### src/rtl/alu_seq.sv
// Operator front end for a 4-bit ALU: debounced button steps A -> B -> opcode -> execute -> show.
// Press latency DEB_CYCLES+3 clocks from a clean button edge; no backpressure, presses outside A/B/OP/SHOW are dropped.
module alu_seq #(
    parameter logic [15:0] DEB_CYCLES = 16'd50000
) (
    input  logic       clk,
    input  logic       rst,
    input  logic [3:0] sw,
    input  logic       btn,
    output logic [3:0] alu_a,
    output logic [3:0] alu_b,
    output logic [2:0] alu_ctrl,
    input  logic [3:0] alu_res,
    input  logic       alu_car,
    input  logic       alu_of,
    output logic [3:0] res_q,
    output logic       car_q,
    output logic       of_q,
    output logic [2:0] state_o,
    output logic       done,
    output logic [7:0] op_cnt
);

    typedef enum logic [2:0] {
        S_A    = 3'd0,
        S_B    = 3'd1,
        S_OP   = 3'd2,
        S_EXEC = 3'd3,
        S_SHOW = 3'd4
    } state_t;

    logic        sync1_q;
    logic        sync2_q;
    logic [15:0] cnt_q;
    logic [15:0] cnt_d;
    logic        btn_db_q;
    logic        btn_db_d;
    logic        btn_db_dly_q;
    logic        press;

    state_t      state_q;
    state_t      state_d;
    logic [3:0]  alu_a_q;
    logic [3:0]  alu_a_d;
    logic [3:0]  alu_b_q;
    logic [3:0]  alu_b_d;
    logic [2:0]  alu_ctrl_q;
    logic [2:0]  alu_ctrl_d;
    logic [3:0]  res_d;
    logic        car_d;
    logic        of_d;
    logic        done_q;
    logic        done_d;
    logic [7:0]  op_cnt_q;
    logic [7:0]  op_cnt_d;

    // Any return of the synchronized level to the debounced level restarts the qualification window.
    always_comb begin
        cnt_d    = '0;
        btn_db_d = btn_db_q;
        if (sync2_q != btn_db_q) begin
            if (cnt_q == DEB_CYCLES - 16'd1) begin
                btn_db_d = sync2_q;
            end else begin
                cnt_d = cnt_q + 16'd1;
            end
        end
    end

    assign press = btn_db_q & ~btn_db_dly_q;

    always_ff @(posedge clk or posedge rst) begin
        if (rst) begin
            sync1_q      <= 1'b0;
            sync2_q      <= 1'b0;
            cnt_q        <= '0;
            btn_db_q     <= 1'b0;
            btn_db_dly_q <= 1'b0;
        end else begin
            sync1_q      <= btn;
            sync2_q      <= sync1_q;
            cnt_q        <= cnt_d;
            btn_db_q     <= btn_db_d;
            btn_db_dly_q <= btn_db_q;
        end
    end

    always_comb begin
        state_d    = state_q;
        alu_a_d    = alu_a_q;
        alu_b_d    = alu_b_q;
        alu_ctrl_d = alu_ctrl_q;
        res_d      = res_q;
        car_d      = car_q;
        of_d       = of_q;
        done_d     = 1'b0;
        op_cnt_d   = op_cnt_q;
        case (state_q)
            S_A: begin
                if (press) begin
                    alu_a_d = sw;
                    state_d = S_B;
                end
            end
            S_B: begin
                if (press) begin
                    alu_b_d = sw;
                    state_d = S_OP;
                end
            end
            S_OP: begin
                if (press) begin
                    alu_ctrl_d = sw[2:0];
                    state_d    = S_EXEC;
                end
            end
            S_EXEC: begin
                // The ALU has had a full cycle to settle on the operands registered on entry.
                res_d    = alu_res;
                car_d    = alu_car;
                of_d     = alu_of;
                done_d   = 1'b1;
                op_cnt_d = op_cnt_q + 8'd1;
                state_d  = S_SHOW;
            end
            S_SHOW: begin
                if (press) begin
                    state_d = S_A;
                end
            end
            default: begin
                state_d = S_A;
            end
        endcase
    end

    always_ff @(posedge clk or posedge rst) begin
        if (rst) begin
            state_q    <= S_A;
            alu_a_q    <= '0;
            alu_b_q    <= '0;
            alu_ctrl_q <= '0;
            res_q      <= '0;
            car_q      <= 1'b0;
            of_q       <= 1'b0;
            done_q     <= 1'b0;
            op_cnt_q   <= '0;
        end else begin
            state_q    <= state_d;
            alu_a_q    <= alu_a_d;
            alu_b_q    <= alu_b_d;
            alu_ctrl_q <= alu_ctrl_d;
            res_q      <= res_d;
            car_q      <= car_d;
            of_q       <= of_d;
            done_q     <= done_d;
            op_cnt_q   <= op_cnt_d;
        end
    end

    assign alu_a    = alu_a_q;
    assign alu_b    = alu_b_q;
    assign alu_ctrl = alu_ctrl_q;
    assign done     = done_q;
    assign op_cnt   = op_cnt_q;
    assign state_o  = state_q;

endmodule

### config.mk
export PLATFORM = sky130hd
export DESIGN_NAME = alu_seq
export DESIGN_NICKNAME = d
export VERILOG_FILES = /design/src/rtl/alu_seq.sv
export SDC_FILE = /design/constraint.sdc
export NUM_CORES = 1
export LEC_CHECK = 0
export ABC_AREA = 1
export BUFFER_PORTS_ARGS = -buffer_cell sky130_fd_sc_hd__buf_2
export CAP_MARGIN = 15
export CORE_MARGIN = 2
export CORE_UTILIZATION = 50
export CTS_CLUSTER_SIZE = 24
export DETAILED_ROUTE_END_ITERATION = 12
export GPL_ROUTABILITY_DRIVEN = 0
export MAX_ROUTING_LAYER = met4
export PLACE_DENSITY = 0.73
export RECOVER_POWER = 100
export SLEW_MARGIN = 20
export SYNTH_ARGS = -nofsm -noshare
export SYNTH_HDL_FRONTEND = slang
export SYNTH_SLANG_ARGS = --single-unit
### constraint.sdc
create_clock -name clk -period 2.8 [get_ports clk]
set_input_delay 0.14 -clock clk [delete_from_list [all_inputs] [get_ports clk]]
set_output_delay 0.14 -clock clk [all_outputs]
set_load 0.02 [all_outputs]
# Word level (Yosys, flattened, before mapping)

Cells that the tools add are included.

Register bits: 49
Input port bits: 13
Output and inout port bits: 29
Word-level logic and storage cells: 42

Add/subtract/negate cells: 2
Equality and inequality tests: 10
Mux-type cells: 8
Bitwise gates (word level): 2
Reductions and logical operators: 6

Operators with widths:

| operator                                            | count |
|---|---|
| 2-to-1 mux 16 bit                                   | 2 |
| adder 16 x 1 -> 16 bit, second input constant       | 1 |
| equality test 16 bit, second input constant         | 1 |
| case mux 3 bit (5 select lines)                     | 1 |
| 2-to-1 mux 3 bit                                    | 4 |
| adder 8 x 1 -> 8 bit, second input constant         | 1 |
| inequality test 2 bit, second input constant        | 4 |
| AND reduction 2 bit                                 | 4 |
| equality test 3 x 2 -> 1 bit, second input constant | 2 |
| AND reduction 4 bit                                 | 1 |
| equality test 3 x 1 -> 1 bit, second input constant | 1 |
| equality test 3 bit, second input constant          | 1 |
| logical NOT 3 bit                                   | 1 |
| AND 1 bit                                           | 1 |
| 2-to-1 mux 1 bit                                    | 1 |
| inequality test 1 bit                               | 1 |
| NOT 1 bit                                           | 1 |

# Longest topological paths before layout

Gate-level depths: netlist of the first run.

Depth in word-level cells: 4
Mapped depth: 7
Depth with buffers taken out: 7

# Least setup slack after synthesis of the first run

Ideal clock, no wire load.

Path type: register to register
From: register state_q[2] (netlist: state_o[2])
To: register op_cnt_q[6] (netlist: op_cnt[6])
Setup time: 0.122 ns
Arrival: 1.129 ns
Required time: 2.678 ns
Path slack: 1.550 ns
Stages on the path, launching flop included: 6
Buffers on the path: 0
Clock period less this slack: 1.250 ns
Cells stage by stage: dfrtp_1 -> inv_1 -> nand3_4 -> nor3_4 -> nand2_1 -> xor2_1

Word-level cells in the longest chain between the ends: 1

Ends and longest elaborated chain:

| element                      | RTL line | RTL |
|---|---|---|
| start, declared              | 41       | `state_t state_q;` |
| start signal, assigned       | 149      | `state_q <= state_d;` |
| equality test 3 x 2 -> 1 bit | 98       | `case (state_q)` |
| end signal, assigned         | 157      | `op_cnt_q <= op_cnt_d;` |
| end, declared                | 54       | `logic [7:0] op_cnt_q;` |

No other way between the ends.
A chain may end at the register's enable or synchronous reset.

# Worst setup path in the final report of the first run

From: register state_q[0] (netlist: state_o[0])
To: register op_cnt_q[5] (netlist: op_cnt[5])

Same word-level chain as after synthesis.

==> impl_metrics.toml, run 1 <==
[place]
placed_area_mm2 = 0.002572
dp_hpwl_um = 3052
dp_slack_ns = 1.470
io_buffers = 41

[power_and_ir_drop]
power_leakage_nw = 1.281
ir_worst_vdd_mv = 0.3080
power_density_mw_per_mm2 = 460.5
p_total_w = 0.001169

[sta]
hold_violations = 0
period_needed_ns = 1.788
clock_skew_ns = 0.005406
fin_setup_tns_ns = 0
period_share = 0.6384
fin_hold_ws_ns = 0.02284
worstMarginPinSlew_ns = 2.099
fmax_mhz = 559.4
finalMaxSlewViolations = 50
rsz0062_at_grt = "false"
setup_slack_ns = 1.012
relSlewSlack = -0.4073
final-setup-viol-count = 0

[global_route]
grt_max_degree = 50
antenna_found_initial = 0
grt_pass1_vias = 1675
grt_overflow = 0
grt_pass1_wl_um = 7617
grt_usage = 0.1922

[status]
outcome = "complete, but fails checks"
violations = "max-capacitance violations, max-slew violations"

[floorplanning]
io_pins = 42
fp-row-count = 24
core_mm2 = 0.004414
die_area_mm2 = 0.005174
start_util = 0.5227
die_h_um = 71.93
dieWidth_um = 71.93

[clock_tree]
cts_max_level = 2
post_cts_buffers = 0
ctsLongestPathBuffers = 2
cts_resized = 0
clk_latency_ns = 0.30
cts_root_buffer = "clkbuf_8"
cts_inserted_buffers = 5
hold_buffers = 1
cts.sinks = 49
clk_pin_slew_ns = 0.09
cts_tree = "yes"

[detailed_routing]
m1WireLength_um = 2135
drc = 0
routed_wl_um = 4274
first_pass_iters = 4
ant_nets = 0
highest_layer = "met4"
num_vias = 1754
avgRoutedWirePerCell_um = 12.04
met3WireLength_um = 199
wl_met2_um = 1877
drt_iter0_markers = 101
vias_per_cell = 4.941

[critical_path]
critPathArrivalTime_ns = 2.02
required_ns = 3.03
startpoint_type = "flop"
critical_path_class = "flop to flop"
critPathCaptureType = "flop"
crit_fanout = 14

[layout]
syn_to_final_growth_pct = 10.03
multi_input_area_um2 = 865.8
regArea_mm2 = 0.001226
layout-drive-gt1-share = 0.1056
design_area_mm2 = 0.002539
diodes = 0
fillers = 404
layout.nets = 317

[hold_path]
hold_path_class = "input pin to flop"

[yosys]
synth_warnings = 0
ys_types = 32
syn_nets = 269
syn_area_mm2 = 0.002307
synth.avg_cell_area_um2 = 9.084
synth-seq-area-share = 0.5315
ys_ff_latch = 49
syn_inst = 254

[job]
cap_violations = 1
routing by layer:
layer / GRT usage / vias up
met3: 0.04167 / 8
met2: 0.2685 / 48
li1: - / 895
met4: 0.06289 / 0
met1: 0.2818 / 803
met5: - / -
layout by cell type (no fill, tap or decap):
master | synthesis | layout
nor2_2 | 2 | 2
clkinvlp_4 | 0 | 2
o21ai_0 | 12 | 15
dlygate4sd3_1 | 0 | 1
nor2_1 | 34 | 35
a21oi_1 | 4 | 4
nand2_2 | 2 | 2
nand2_4 | 2 | 1
clkbuf_1 | 0 | 30
clkbuf_8 | 0 | 5
nor3b_2 | 1 | 1
nand4_1 | 4 | 5
clkinvlp_2 | 0 | 2
o21bai_2 | 1 | 1
nand4_2 | 1 | 1
a31oi_1 | 2 | 2
nor3_1 | 1 | 4
ha_1 | 2 | 2
buf_2 | 1 | 12
nand2_1 | 68 | 69
nor2_4 | 2 | 1
nand3_2 | 2 | 1
inv_1 | 27 | 28
nand3b_1 | 1 | 1
a21o_1 | 1 | 1
xnor2_1 | 2 | 2
xor2_1 | 8 | 9
nand3_1 | 11 | 14
nor3_4 | 3 | 1
dfrtp_1 | 49 | 49
worst paths after layout:
kind,startpoint,to,slack (ns),cells past startpoint
max,state_o[0]$_DFFE_PP0P_,op_cnt[5]$_DFFE_PP0P_,1.01,4
min,alu_res[3],res_q[3]$_DFFE_PP0P_,0.02,3
max reg2reg,state_o[0]$_DFFE_PP0P_,op_cnt[5]$_DFFE_PP0P_,1.01,4
min reg2reg,sync1_q$_DFF_PP0_,sync2_q$_DFF_PP0_,0.36,0
max in group asynchronous,rst,cnt_q[13]$_DFF_PP0_,1.47,2
min in group asynchronous,rst,cnt_q[11]$_DFF_PP0_,0.37,2
synthesized netlist by cell type (all sizes together):
cell	n	area share
nor3	5	0.028
nor2	38	0.070
xnor2	2	0.0076
dfrtp	49	0.53
a21oi	4	0.0087
nand3b	1	0.0033
xor2	9	0.037
o21ai	15	0.033
nand2	72	0.13
o21bai	1	0.0049
ha	2	0.011
nor3b	1	0.0054
inv	30	0.050
nand3	15	0.048
buf	1	0.0022
nand4	6	0.025
a21o	1	0.0033
a31oi	2	0.0054
logic make-up (layout without fill, tap and decap cells):
| group | count (synthesis) | after routing | share of synthesized area |
|---|---|---|---|
| flops | 49 | 49 | 0.5315 |
| compound gates | 23 | 23 | 0.05477 |
| buf+inv | 31 | 80 | 0.05206 |
| xor+xnor | 11 | 11 | 0.04502 |
| simple gates | 138 | 138 | 0.3058 |
| fa+ha+maj | 2 | 2 | 0.01084 |
sequential cells by signal, summed over array words and instances (netlist names), 3 cells and up:
signal / cells
cnt_q: 16
op_cnt: 8
alu_a: 4
alu_b: 4
res_q: 4
alu_ctrl: 3
state_o: 3
report_power, final:
part	total, W	internal [W]	switching, W	leakage (nW)
Sequential	0.000717	0.000712	0.00000479	0.589
Clock	0.000415	0.000176	0.000239	0.0374
Combinational	0.0000369	0.0000118	0.0000251	0.655
Total	0.00117	0.000900	0.000269	1.28
critical path: stages (launching register included):
cell and delay, ns:
dfrtp_1 0.45, nand3_1 0.43, clkinvlp_2 0.50, nand4_2 0.18, xor2_1 0.15
through the flow:
step | cells | utilization
2_1_floorplan | 254 | -
3_3_place_gp | 346 | 0.5828
3_5_place_dp | 346 | 0.5828
4_1_cts | 355 | 0.6049
5_1_grt | 355 | 0.5751
6_report | 355 | 0.5751
layout make-up:
cell class	instances	share of cell area
sequential	49	0.4830
multi-input combinational	174	0.3411
timing repair buffer	42	0.07048
inverter	30	0.04534
clock buffer	6	0.02859
tap	52	0.02563
clock inverter	2	0.005914
(Power assumes the default switching activity.)
==> inputs of run 2 (changes only) <==
==> constraint.sdc (replaced) <==
create_clock -name clk -period 1.7 [get_ports clk]
set_input_delay 0.085 -clock clk [delete_from_list [all_inputs] [get_ports clk]]
set_output_delay 0.085 -clock clk [all_outputs]
set_load 0.02 [all_outputs]
==> impl_metrics.toml, run 2 (synthesis gave the netlist of run 1 again) <==
[status]
outcome = "finished, final reports clean"

[sta]
hold_violations = 0
worstMarginPinSlew_ns = 0.8897
fmax_mhz = 681.0
fin_setup_tns_ns = 0
clock_skew_ns = 0.006946
period_needed_ns = 1.468
relSlewSlack = 0.4062
finalMaxSlewViolations = 0
period_share = 0.8638
fin_hold_ws_ns = 0.04510
final-setup-viol-count = 0
rsz0062_at_grt = "false"

[clock_tree]
ctsLongestPathBuffers = 2
cts_resized = 0
clk_latency_ns = 0.30
cts_tree = "yes"
post_cts_buffers = 0
cts_root_buffer = "clkbuf_8"
cts_max_level = 2
cts_inserted_buffers = 5
cts.sinks = 49
clk_pin_slew_ns = 0.09

[layout]
layout_commonest_cell = "nand2_1"
design_area_mm2 = 0.002676
regArea_mm2 = 0.001226
multi_input_area_um2 = 910.9
layout-drive-gt1-share = 0.1226
regMostFlops = "cnt_q"
fillers = 392
largest_reg_flops = 16
diodes = 0
syn_to_final_growth_pct = 16.00
layout_common_cells = "nand2_1 (68), dfrtp_1 (49), nor2_1 (34)"
layout.nets = 325

[global_route]
grt_overflow = 0
grt_pass1_wl_um = 8031
grt_usage = 0.2053
antenna_found_initial = 0
grt_max_degree = 29
grt_pass1_vias = 1747

[floorplanning]
die_area_mm2 = 0.005174
io_pins = 42
core_mm2 = 0.004414
dieWidth_um = 71.93
fp-row-count = 24
start_util = 0.5227
die_h_um = 71.93

[power_and_ir_drop]
power_leakage_nw = 1.342
ir_worst_vdd_mv = 0.6520
power_density_mw_per_mm2 = 734.9
p_total_w = 0.001967

[place]
placed_area_mm2 = 0.002592
io_buffers = 41
dp_hpwl_um = 3238

[job]
cap_violations = 0

[critical_path]
critPathArrivalTime_ns = 1.65
required_ns = 1.88
critical_path_class = "flop to flop"
reg2reg_depth = 6
critPathCaptureType = "flop"
startpoint_type = "flop"
crit_fanout = 7

[detailed_routing]
routed_wl_um = 4590
drt_iter0_markers = 113
ant_nets = 0
vias_per_cell = 4.909
avgRoutedWirePerCell_um = 12.68
first_pass_iters = 4
drc = 0
num_vias = 1777

[hold_path]
hold_path_class = "input pin to flop"
hold_depth = 3
==> run 2: cell types whose count changed in the layout (fill, tap and decap cells not counted), sizes merged <==
cell,previous run,this run
dlygate4sd3,1,8
clkinvlp,4,1
inv,28,30
buf,12,13
==> run 2: power by group <==
group | switching [W] | internal (W)
Combinational | 0.0000469 | 0.0000356
Clock | 0.000381 | 0.000322
Sequential | 0.00000832 | 0.00117
==> run 2: worst paths after layout <==
kind / from / endpoint / slack (ns)
worst max-delay path: cnt_q[0]$_DFF_PP0_ / cnt_q[1]$_DFF_PP0_ / 0.23
worst min-delay path: sw[3] / alu_a[3]$_DFFE_PP0P_ / 0.05
worst max register to register: cnt_q[0]$_DFF_PP0_ / cnt_q[1]$_DFF_PP0_ / 0.23
worst min register to register: sync1_q$_DFF_PP0_ / sync2_q$_DFF_PP0_ / 0.36
max in group asynchronous: rst / cnt_q[1]$_DFF_PP0_ / 0.55
min in group asynchronous: rst / of_q$_DFFE_PP0P_ / 0.51
==> run 2: cell type report <==
class                      count  area share
clock buffer                   6     0.03086
clock inverter                 1    0.002805
inverter                      30     0.04301
multi-input combinational    174      0.3403
sequential                    49      0.4582
tap                           52     0.02431
timing repair buffer          50      0.1005
==> run 2: worst max-delay path, cell delays in order, from the launching register on <==
cell and delay (ns):
dfrtp_1 0.41, ha_1 0.25, nand3_4 0.12, nor3_1 0.28
nand2_4 0.14, nand2_4 0.11, nor2_1 0.06
==> run 2: repair_timing <==
action,CTS,global route
endpoints found under the hold margin,28,0
hold buffers,8,0
endpoints found under the setup margin,0,0
==> run 2: stage by stage <==
| stage | setup slack [ns] | util | std cells |
|---|---|---|---|
| floorplan | 0.4422 | - | 254 |
| global placement | 0.3857 | 0.5873 | 347 |
| detailed placement | 0.3429 | 0.5873 | 347 |
| CTS | 0.3081 | 0.6259 | 362 |
| global route | 0.1203 | 0.6063 | 362 |
| finish | 0.2316 | 0.6063 | 362 |
==> run 2: metal layers <==
layer,global-route usage,part of all wire,up-vias,routed length (µm)
li1,-,-,911,-
met1,0.2826,0.49,829,2269
met2,0.3025,0.46,35,2126
met3,0.05000,0.037,2,169
met4,0.06918,0.0054,0,25
met5,-,0,-,0
